**src/rtl/fetch_unit_if.sv**
```systemverilog
// Instruction-memory request/acknowledge bus between the fetch unit and imem.
// The request side holds req/addr steady until a same-cycle ack with rdata.
interface fetch_unit_if;
  logic        imem_req;
  logic [31:0] imem_addr;
  logic        imem_ack;
  logic [31:0] imem_rdata;

  modport master (output imem_req, output imem_addr, input imem_ack, input imem_rdata);
  modport slave  (input imem_req, input imem_addr, output imem_ack, output imem_rdata);
endinterface

```
**src/rtl/fetch_unit.sv**
```systemverilog
// Instruction fetch stage: keeps one imem request in flight, buffers a response
// in a skid register when decode stalls, and drains in-flight requests after a redirect.
module fetch_unit #(
  parameter logic [31:0] RESET_PC  = 32'h0000_0000,
  parameter logic [31:0] NOP_INSTR = 32'h0000_0013
) (
  input  logic               clk,
  input  logic               rst_n,
  input  logic               stall,
  input  logic               redirect,
  input  logic [31:0]        redirect_pc,
  fetch_unit_if.master       imem,
  output logic [31:0]        pcplus4,
  output logic [31:0]        instruction,
  output logic               valid
);

  typedef enum logic [1:0] {S_IDLE, S_REQ, S_FULL, S_DRAIN} state_t;

  state_t      state_q;
  logic        imem_req_q;
  logic [31:0] imem_addr_q;
  logic [31:0] pc_q;
  logic [31:0] skid_q;
  logic [31:0] skid_pc4_q;
  logic        valid_q;
  logic [31:0] instr_q;
  logic [31:0] pcplus4_q;

  logic [31:0] pc_next;
  logic [31:0] redir_pc;
  logic        accept;
  logic        unused_redirect_lsbs;

  assign pc_next              = pc_q + 32'd4;
  assign redir_pc             = {redirect_pc[31:2], 2'b00};
  assign unused_redirect_lsbs = ^redirect_pc[1:0];
  // An ack only counts while a request is actually being driven.
  assign accept               = imem_req_q & imem.imem_ack;

  always_ff @(posedge clk or negedge rst_n) begin
    if (!rst_n) begin
      state_q     <= S_IDLE;
      imem_req_q  <= 1'b0;
      imem_addr_q <= RESET_PC;
      pc_q        <= RESET_PC;
      skid_q      <= 32'h0;
      skid_pc4_q  <= 32'h0;
      valid_q     <= 1'b0;
      instr_q     <= NOP_INSTR;
      pcplus4_q   <= 32'h0;
    end else begin
      case (state_q)
        S_IDLE: begin
          imem_req_q <= 1'b1;
          state_q    <= S_REQ;
          if (redirect) begin
            pc_q        <= redir_pc;
            imem_addr_q <= redir_pc;
          end else begin
            imem_addr_q <= pc_q;
          end
        end

        S_REQ: begin
          if (redirect) begin
            pc_q    <= redir_pc;
            valid_q <= 1'b0;
            instr_q <= NOP_INSTR;
            // Without an ack the old request must finish before the new one starts.
            if (accept) imem_addr_q <= redir_pc;
            else        state_q     <= S_DRAIN;
          end else if (accept) begin
            pc_q        <= pc_next;
            imem_addr_q <= pc_next;
            if (stall && valid_q) begin
              skid_q     <= imem.imem_rdata;
              skid_pc4_q <= pc_next;
              imem_req_q <= 1'b0;
              state_q    <= S_FULL;
            end else begin
              instr_q   <= imem.imem_rdata;
              pcplus4_q <= pc_next;
              valid_q   <= 1'b1;
            end
          end else if (!stall) begin
            valid_q <= 1'b0;
            instr_q <= NOP_INSTR;
          end
        end

        S_FULL: begin
          if (redirect) begin
            skid_q      <= 32'h0;
            skid_pc4_q  <= 32'h0;
            pc_q        <= redir_pc;
            imem_addr_q <= redir_pc;
            imem_req_q  <= 1'b1;
            valid_q     <= 1'b0;
            instr_q     <= NOP_INSTR;
            state_q     <= S_REQ;
          end else if (!stall) begin
            instr_q     <= skid_q;
            pcplus4_q   <= skid_pc4_q;
            valid_q     <= 1'b1;
            imem_addr_q <= pc_q;
            imem_req_q  <= 1'b1;
            state_q     <= S_REQ;
          end
        end

        S_DRAIN: begin
          if (redirect) pc_q <= redir_pc;
          if (accept) begin
            imem_addr_q <= redirect ? redir_pc : pc_q;
            state_q     <= S_REQ;
          end
        end

        default: state_q <= S_IDLE;
      endcase
    end
  end

  assign imem.imem_req  = imem_req_q;
  assign imem.imem_addr = imem_addr_q;
  assign valid          = valid_q;
  assign instruction    = instr_q;
  assign pcplus4        = pcplus4_q;

endmodule

```
**src/flat_wrapper.sv**
```systemverilog
// flat-port wrapper written by rule: the top's interface ports become plain ports
module fetch_unit_flat 
#(
  parameter logic [31:0] RESET_PC  = 32'h0000_0000,
  parameter logic [31:0] NOP_INSTR = 32'h0000_0013
)
  (clk, rst_n, stall, redirect, redirect_pc, pcplus4, instruction, valid, imem_imem_req, imem_imem_addr, imem_imem_ack, imem_imem_rdata);
  fetch_unit_if imem_i ();
  input  logic clk;
  input  logic rst_n;
  input  logic stall;
  input  logic redirect;
  input  logic [31:0] redirect_pc;
  output logic [31:0] pcplus4;
  output logic [31:0] instruction;
  output logic valid;
  output wire logic [$bits(imem_i.imem_req)-1:0] imem_imem_req;
  output wire logic [$bits(imem_i.imem_addr)-1:0] imem_imem_addr;
  input wire logic [$bits(imem_i.imem_ack)-1:0] imem_imem_ack;
  input wire logic [$bits(imem_i.imem_rdata)-1:0] imem_imem_rdata;
  assign imem_imem_req = imem_i.imem_req;
  assign imem_imem_addr = imem_i.imem_addr;
  assign imem_i.imem_ack = imem_imem_ack;
  assign imem_i.imem_rdata = imem_imem_rdata;
  fetch_unit #(.RESET_PC(RESET_PC), .NOP_INSTR(NOP_INSTR)) u_core (.clk(clk), .rst_n(rst_n), .stall(stall), .redirect(redirect), .redirect_pc(redirect_pc), .imem(imem_i), .pcplus4(pcplus4), .instruction(instruction), .valid(valid));
endmodule
```
**config.mk**
```make
export PLATFORM = sky130hd
export DESIGN_NAME = fetch_unit_flat
export DESIGN_NICKNAME = d
export VERILOG_FILES = /design/src/rtl/fetch_unit_if.sv /design/src/rtl/fetch_unit.sv /design/src/flat_wrapper.sv
export SDC_FILE = /design/constraint.sdc
export NUM_CORES = 1
export LEC_CHECK = 0
export CAP_MARGIN = 40
export CORE_MARGIN = 2
export CORE_UTILIZATION = 48
export DETAILED_ROUTE_END_ITERATION = 7
export GPL_TIMING_DRIVEN = 0
export HOLD_SLACK_MARGIN = 0.15
export PLACE_DENSITY_LB_ADDON = 0.3
export SLEW_MARGIN = 20
export SYNTH_ARGS = -nofsm -noshare
export SYNTH_HDL_FRONTEND = slang
export SYNTH_SLANG_ARGS = --single-unit
```
**constraint.sdc**
```tcl
create_clock -name clk -period 2.2 [get_ports clk]
set_clock_uncertainty 0.1 [all_clocks]
set_input_delay 0.44 -clock clk [delete_from_list [all_inputs] [get_ports clk]]
set_output_delay 0.44 -clock clk [all_outputs]
set_load 0.02 [all_outputs]
```
==> results of run 1 <==
-- per-stage QoR --
step / cells / area (µm²) / hold WS [ps]
after floorplan: 970 / 9460 / 44.4
after global placement: 1399 / 11400 / 356
after detailed placement: 1404 / 11500 / 263
after CTS: 1472 / 12700 / 385
after global routing: 1486 / 13100 / 402
final: 1486 / 13100 / 379
-- metal layers --
metal | up-vias | part of all wire | track usage
met5 | - | 0 | 0
met4 | 0 | 0.048 | 0.140
met3 | 116 | 0.11 | 0.0652
met2 | 558 | 0.46 | 0.463
met1 | 4364 | 0.39 | 0.381
li1 | 3927 | - | -
-- worst max path at each step --
stage                                                        to  slack [ps]  cells past startpoint
final                               u_core.pc_q[30]$_DFFE_PN0P_         -30                      6
after global routing                u_core.pc_q[30]$_DFFE_PN0P_         -80                      6
after CTS                           u_core.pc_q[30]$_DFFE_PN0P_         -60                      7
after detailed placement  u_core.imem.imem_addr[25]$_DFFE_PN0P_       -1050                      6
after global placement        u_core.skid_pc4_q[29]$_DFFE_PN0P_       -7470                      1
after floorplan                     u_core.pc_q[30]$_DFFE_PN0P_         -80                      7
-- layout make-up --
type                       count  area [µm²]
clock buffer                  22         464
inverter                       4        15.0
tap                          265         332
clock inverter                10         121
timing repair buffer         224        2150
fill                        1489        6280
buffer                        84         582
sequential                   196        4910
multi-input combinational    681        4480
-- registers in the layout, summed over array words and instances (netlist names) --
signal,count
u_core.imem.imem_addr,32
u_core.pc_q,32
u_core.imem.imem_req,1
u_core.instruction,32
u_core.pcplus4,32
u_core.state_q,2
u_core.skid_q,32
u_core.valid,1
u_core.skid_pc4_q,32
-- power breakdown --
part	internal, µW	switching [µW]
logic	2120	2160
registers	4730	696
clock network	1750	1390
-- Yosys cell counts (all sizes together), types with 6 or more instances --
master / count / share of area
a211oi: 10 / 0.0080
a21o: 7 / 0.0056
a21oi: 28 / 0.015
a22o: 45 / 0.042
a22oi: 30 / 0.024
buf: 38 / 0.022
clkbuf: 52 / 0.021
dfrtp: 193 / 0.51
mux2: 15 / 0.018
nand2: 145 / 0.058
nand2b: 6 / 0.0040
nand3: 39 / 0.021
nand4: 18 / 0.016
nor2: 55 / 0.022
nor3: 25 / 0.013
nor4: 11 / 0.0093
o211ai: 13 / 0.010
o21ai: 98 / 0.052
o22ai: 7 / 0.0047
o31ai: 11 / 0.0088
xnor2: 29 / 0.027
xor2: 29 / 0.027
-- worst reg2reg max path, stage by stage (launching register included) --
cell and delay (ps):
dfrtp_1 390, buf_6 120, nand4_1 90, or3_4 340
or4_4 580, o31a_1 260, o31a_1 240
-- logic make-up (layout without fill, tap and decap cells) --
group	after synthesis	count (layout)	synth area share
XOR/XNOR	58	58	0.0540
flip-flops	196	196	0.521
buffers and inverters	94	344	0.0440
AO/OA/AOI/OAI	273	274	0.191
adder cells (fa/ha/maj)	1	1	0.00133
AND/OR/NAND/NOR	328	328	0.165
multiplexers	20	20	0.0233
-- what timing repair did --
action,4_1_cts,5_1_grt
setup endpoints to repair,191,164
hold endpoints to repair,50,0
buffers inserted,38,17
cloned,0,1
pin swaps,14,18
hold buffers,1,0
resized for setup,110,76
==> out/qor.csv, run 1 <==
metric;value;unit
dieWidth;144;µm
power.static_leakage;0.00550;µW
path_class;reg2reg;
whs_path_depth;2;
worstSkewPairLatency;440;ps
clk_pin_slew;70;ps
hold_viol_final;0;
coreArea;19300;µm²
cp-end-kind;flip-flop;
ios;167;
r2r-end;u_core.pc_q[30]$_DFFE_PN0P_;
layout_commonest_cell;dfrtp_1;
drv_slew;0;
grt_first_pass_wirelength;45.8;mm
reg2reg_from;u_core.pc_q[25]$_DFFE_PN0P_;
drc;0;
hpwlAfterDp;20.4;mm
synth_cell_types;61;
drive_gt1_frac;0.201;
antenna_left;0;
gp_congestion;0.975;
ys.flop_type;dfrtp_1;
violations;setup timing;
syn2layout_area_growth;38.7;%
syn_nets;1040;
synth_edf_count;0;
layout_min_cycle_time;2230;ps
wirelength;30.5;mm
cts_buffer_depth;2;
final_cell_mix;dfrtp_1, clkdlybuf4s50_1, nand2_1;
crit_family;simple AND/OR/NAND/NOR gates;
critPathBufInv;1;
dpl_worst_slack;-1050;ps
worstPathMaxFanout;5;
cpMostUsedCell;o31a_1;
start_util;0.487;
drt_iter0_drc;866;
r2r_cells;6;
max_freq;0.448;GHz
yosys_warnings;0;
async_reset_ff_frac;1.00;
ys_seq_area_frac;0.521;
synth_area;9410;µm²
grt_pass1_vias;8469;
grt_usage;0.292;
crit_chain;buf_6 -> nand4_1 -> or3_4 -> or4_4 -> o31a_1 -> o31a_1;
critPathMaxStageDelay;580;ps
die_area;20700;µm²
fp-row-count;51;
utilization;0.675;
hp-class;reg2reg;
vias;8965;
vias_per_cell;6.03;
setup_viol;2;
min_period_over_period;1.02;
clock_sinks;196;
portBuffers;164;
first_pass_iters;8;
arrival;2450;ps
reg2reg_slack;-30;ps
crit_path_top_delay_cell;or4_4;
min_to;u_core.instruction[10]$_DFFE_PN0P_;
wl_per_cell;20.5;µm
outcome;finished with violations;
fp.dieH;144;µm
total_power;12800;µW
grt_max_degree;92;
synthCells;970;
gr-total-overflow;0;
synth_seq_cells;196;
setup_ws;-33.7;ps
syn_avg_cell_area;9.71;µm²
rsz0062_at_grt;true;
final.setup.tns;-40.3;ps
crit_required;2420;ps
grt_antenna_before_repair;0;
crit_path_start;u_core.pc_q[25]$_DFFE_PN0P_;
max-vdd-ir-drop;0.713;mV
hp-start;u_core.instruction[10]$_DFFE_PN0P_;
worst_pin_slew;680;ps
slew_headroom;0.547;
power-per-cell-area;984;nW/µm²
cts_max_level;4;
drv_cap;0;
cts_tree;yes;
cp-start-kind;flip-flop;
cts_inserted_buffers;17;
antennaDiodeCount;0;
nets;1278;
root_buffer;clkbuf_16;
No activity file was read; power rests on OpenSTA's default activity.
==> run 2: changes to the inputs <==
CORE_MARGIN = unset   (was 2)
clock period = 2 ns   (was 2.2 ns; I/O delays follow)
==> out/qor.csv, run 2 (synthesis results as in run 1) <==
metric;value;unit
die_area;20200;µm²
seqPwrFrac;0.410;
grt_pass1_vias;9046;
power.static_leakage;0.00613;µW
grt_first_pass_wirelength;49.5;mm
setup_viol;155;
drive_gt1_frac;0.299;
drt_iter0_drc;1116;
drc;0;
utilization;0.764;
cts_buffer_depth;2;
grt_usage;0.322;
vias_per_cell;6.37;
slew_headroom;0.541;
layout_min_cycle_time;2440;ps
coreArea;19000;µm²
root_buffer;clkbuf_16;
dieWidth;142;µm
gp_congestion;0.942;
fp-row-count;50;
max-vdd-ir-drop;0.790;mV
rsz0062_at_grt;true;
combPwrFrac;0.340;
antennaDiodeCount;0;
fp.dieH;142;µm
vias;9744;
cp-start-kind;flip-flop;
wl_per_cell;24.4;µm
gr-total-overflow;0;
drv_slew;0;
p_int;9450;µW
place_area;11600;µm²
cp-end-kind;flip-flop;
violations;setup timing;
grt_antenna_before_repair;0;
clk_pin_slew;80;ps
setup_ws;-440;ps
final_cell_mix;dfrtp_1, clkdlybuf4s50_1, nand2_1;
crit_required;2290;ps
start_util;0.497;
max_freq;0.410;GHz
p_switching;5290;µW
worst_pin_slew;689;ps
arrival;2730;ps
hp-class;in2async;
hpwlAfterDp;20.2;mm
outcome;finished with violations;
clock_sinks;196;
portBuffers;164;
syn2layout_area_growth;53.9;%
worstPathMaxFanout;3;
drv_cap;0;
cts_inserted_buffers;17;
layout_commonest_cell;dfrtp_1;
first_pass_iters;6;
swShare;0.359;
worstSkewPairLatency;460;ps
antenna_left;0;
grt_max_degree;94;
finish.instance_area;14500;µm²
min_period_over_period;1.22;
cts_tree;yes;
hold_viol_final;0;
power-per-cell-area;1020;nW/µm²
cts_max_level;4;
final.setup.tns;-14660;ps
ios;167;
total_power;14700;µW
path_class;reg2reg;
nets;1326;
power_frac_clock;0.250;
dpl_worst_slack;-1080;ps
wirelength;37.4;mm
run 2: changes by cell type in the layout (fill, tap and decap cells not counted), moves of 10 or more:
cell | before | now
clkbuf_2 | 27 | 16
o21ai_0 | 93 | 63
buf_6 | 23 | 51
o21ai_1 | 5 | 25
buf_4 | 60 | 81
nand3_1 | 34 | 22
nand3_4 | 2 | 12
run 2: critical path, stage by stage (launching register included):
cell,delay [ps]
dfrtp_1,430
ha_4,190
buf_6,110
nand4_1,180
nor4_4,420
buf_6,190
nand2_4,80
o31ai_2,460
a22o_1,220
run 2: routing by layer:
metal  GRT usage  part of all wire
met5           0                 0
met4       0.157             0.063
met3      0.0511             0.099
met2       0.509              0.45
met1       0.433              0.38
run 2: power groups by stage:
stage / clock network [µW] / registers (µW) / logic (µW)
final: 3680 / 6050 / 5020
after global routing: 3830 / 6150 / 5320
after CTS: 3630 / 5930 / 4730
after detailed placement: 0 / 5980 / 4460
after global placement: 0 / 5960 / 4370
after floorplan: 0 / 6790 / 1360
run 2: timing repair:
item	in CTS	in global routing
pin swaps	49	88
endpoints found under the setup margin	197	167
endpoints found under the hold margin	193	0
resized for setup	212	198
hold buffers	1	0
setup buffers	79	27
gates cloned	3	1
run 2: final cells by class:
type / instances / area [µm²]
Inverter: 4 / 17.5
Clock buffer: 17 / 425
Multi-Input combinational cell: 680 / 5210
Timing Repair Buffer: 276 / 2730
Tap cell: 260 / 325
Sequential cell: 196 / 4920
Buffer: 81 / 662
Clock inverter: 15 / 199
Fill cell: 1160 / 4470
run 2: path summary, 6_finish.rpt:
path,start,to,slack [ps],cells past startpoint
max,u_core.pc_q[2]$_DFFE_PN0P_,u_core.pc_q[18]$_DFFE_PN0P_,-440,8
min,rst_n,u_core.imem.imem_addr[2]$_DFFE_PN0P_,240,2
max reg2reg,u_core.pc_q[2]$_DFFE_PN0P_,u_core.pc_q[18]$_DFFE_PN0P_,-440,8
min reg2reg,u_core.instruction[23]$_DFFE_PN0P_,u_core.instruction[23]$_DFFE_PN0P_,380,2
max in group asynchronous,rst_n,u_core.state_q[1]$_DFFE_PN0P_,840,3
min in group clk,u_core.instruction[23]$_DFFE_PN0P_,u_core.instruction[23]$_DFFE_PN0P_,380,2
run 2: stage by stage:
| stage | instances | hold WS [ps] |
|---|---|---|
| 5_1_grt | 1529 | 243 |
| 3_5_place_dp | 1397 | 124 |
| 6_report | 1529 | 241 |
| 2_1_floorplan | 970 | 4.41 |
| 4_1_cts | 1509 | 246 |
| 3_3_place_gp | 1394 | 356 |
==> run 3: changes to the inputs <==
CELL_PAD_IN_SITES_DETAIL_PLACEMENT = 1   (was unset)
CELL_PAD_IN_SITES_GLOBAL_PLACEMENT = 2   (was unset)
CORE_MARGIN = 2   (was unset)
CORE_UTILIZATION = 30   (was 48)
==> out/qor.csv, run 3 (synthesis results as in run 1) <==
metric;value;unit
first_pass_iters;5;
drv_slew;0;
hp-class;in2async;
gr-total-overflow;0;
ios;167;
cts_inserted_buffers;17;
arrival;2620;ps
grt_first_pass_wirelength;56.5;mm
grt_antenna_before_repair;0;
p_int;9370;µW
portBuffers;164;
path_class;reg2reg;
p_switching;4960;µW
nets;1328;
clk_pin_slew;80;ps
combPwrFrac;0.348;
syn2layout_area_growth;56.7;%
total_power;14300;µW
gp_congestion;0.819;
antennaDiodeCount;0;
final-seq-area;4920;µm²
r2r_cells;6;
cts_max_level;4;
slew_headroom;0.620;
swShare;0.346;
min_period_over_period;1.19;
antenna_left;0;
hpwlAfterDp;24.2;mm
wl_per_cell;23.6;µm
dpl_worst_slack;-1450;ps
cp-start-kind;flip-flop;
layout_min_cycle_time;2380;ps
violations;setup timing;
crit_path_top_delay_cell;or4_4;
layout_commonest_cell;dfrtp_1;
crit_required;2240;ps
wirelength;39.3;mm
setup_ws;-378;ps
grt_pass1_vias;9384;
dieWidth;181;µm
crit_chain;buf_6 -> nand4_1 -> or3_4 -> or4_4 -> o31a_1 -> o31a_1;
grt_usage;0.224;
clock_sinks;196;
coreArea;30700;µm²
cp-end-kind;flip-flop;
start_util;0.306;
drv_cap;0;
drive_gt1_frac;0.304;
filler_cell_count;3323;
cpMostUsedCell;o31a_1;
worstPathMaxFanout;5;
seqPwrFrac;0.416;
die_area;32800;µm²
rsz0062_at_grt;true;
power_frac_clock;0.236;
outcome;finished with violations;
worst_pin_slew;570;ps
max-vdd-ir-drop;0.552;mV
cts_tree;yes;
worstSkewPairLatency;450;ps
grt_max_degree;88;
vias;9126;
drt_iter0_drc;754;
drc;0;
power.static_leakage;0.00622;µW
cts_buffer_depth;2;
setup_viol;70;
fp.dieH;181;µm
hold_viol_final;0;
critPathMaxStageDelay;570;ps
vias_per_cell;5.48;
power-per-cell-area;971;nW/µm²
fp-row-count;64;
final_cell_mix;dfrtp_1, clkdlybuf4s50_1, nand2_1;
max_freq;0.421;GHz
utilization;0.480;
multi_input_area;5240;µm²
root_buffer;clkbuf_16;
==> run 3: cell count changes in the layout (fill, tap and decap cells not counted), sizes merged <==
| cell | change |
|---|---|
| clkbuf | +6 |
| clkinv | +1 |
| clkdlybuf4s50 | -4 |
| clkdlybuf4s15 | -1 |
| clkinvlp | +1 |
| buf | -1 |
| inv | -6 |
| dlygate4sd2 | +2 |
| dlymetal6s2s | +2 |
==> run 3: path summary, 6_finish.rpt <==
| check | start | end | slack, ps |
|---|---|---|---|
| worst min register to register | u_core.instruction[21]$_DFFE_PN0P_ | u_core.instruction[21]$_DFFE_PN0P_ | 380 |
| max in group asynchronous | rst_n | u_core.pc_q[22]$_DFFE_PN0P_ | 310 |
| worst min-delay path | rst_n | u_core.skid_q[24]$_DFFE_PN0P_ | 340 |
| worst max register to register | u_core.pc_q[20]$_DFFE_PN0P_ | u_core.pc_q[30]$_DFFE_PN0P_ | -380 |
| worst max-delay path | u_core.pc_q[20]$_DFFE_PN0P_ | u_core.pc_q[30]$_DFFE_PN0P_ | -380 |
| min in group clk | u_core.instruction[21]$_DFFE_PN0P_ | u_core.instruction[21]$_DFFE_PN0P_ | 380 |
==> run 3: repair_timing <==
action,4_1_cts,5_1_grt
setup endpoints to repair,199,175
pin swaps,66,81
cloned,2,2
hold buffers,1,0
setup buffers,73,37
endpoints found under the hold margin,51,0
resized for setup,273,158
==> run 3: power by group through the flow <==
stage / combinational, µW / clock, µW / sequential (µW)
finish: 4990 / 3380 / 5960
global route: 5350 / 3620 / 6130
CTS: 4830 / 3460 / 5940
detailed placement: 4540 / 0 / 5990
global placement: 4480 / 0 / 5950
floorplan: 1360 / 0 / 6790
==> run 3: critical path: cells and delay by family (launching register included) <==
family                 cells  cell delay, ps
AO/OA/AOI/OAI              2             490
flip-flops                 1             350
buffers and inverters      1             120
AND/OR/NAND/NOR            3            1210
==> run 3: final cells by class <==
class                   count  share of cell area
inverters                   4             0.00119
flip-flops and latches    196               0.333
clock inverters            11             0.00704
multi-input cells         680               0.355
repair buffers            282               0.192
well taps                 396              0.0336
plain buffers              77              0.0483
clock buffers              19              0.0300
==> run 3: per-stage QoR <==
step           std cells  cell area (µm²)   TNS, ps  hold WS, ps
4_1_cts             1638            13800     -5770          346
5_1_grt             1665            14800    -12390          357
3_5_place_dp        1536            11800   -200690          220
6_report            1665            14800     -7780          338
2_1_floorplan        970             9530      -840         4.41
3_3_place_gp        1530            11700  -1860730          357
==> run 3: layer usage <==
| metal | vias up | GRT usage | routed length (µm) | part of all wire |
|---|---|---|---|---|
| li1 | 4036 | - | - | - |
| met1 | 4612 | 0.298 | 16700 | 0.43 |
| met2 | 381 | 0.369 | 19000 | 0.48 |
| met3 | 97 | 0.0359 | 2120 | 0.054 |
| met4 | 0 | 0.0784 | 1470 | 0.037 |
| met5 | - | 0 | 0 | 0 |
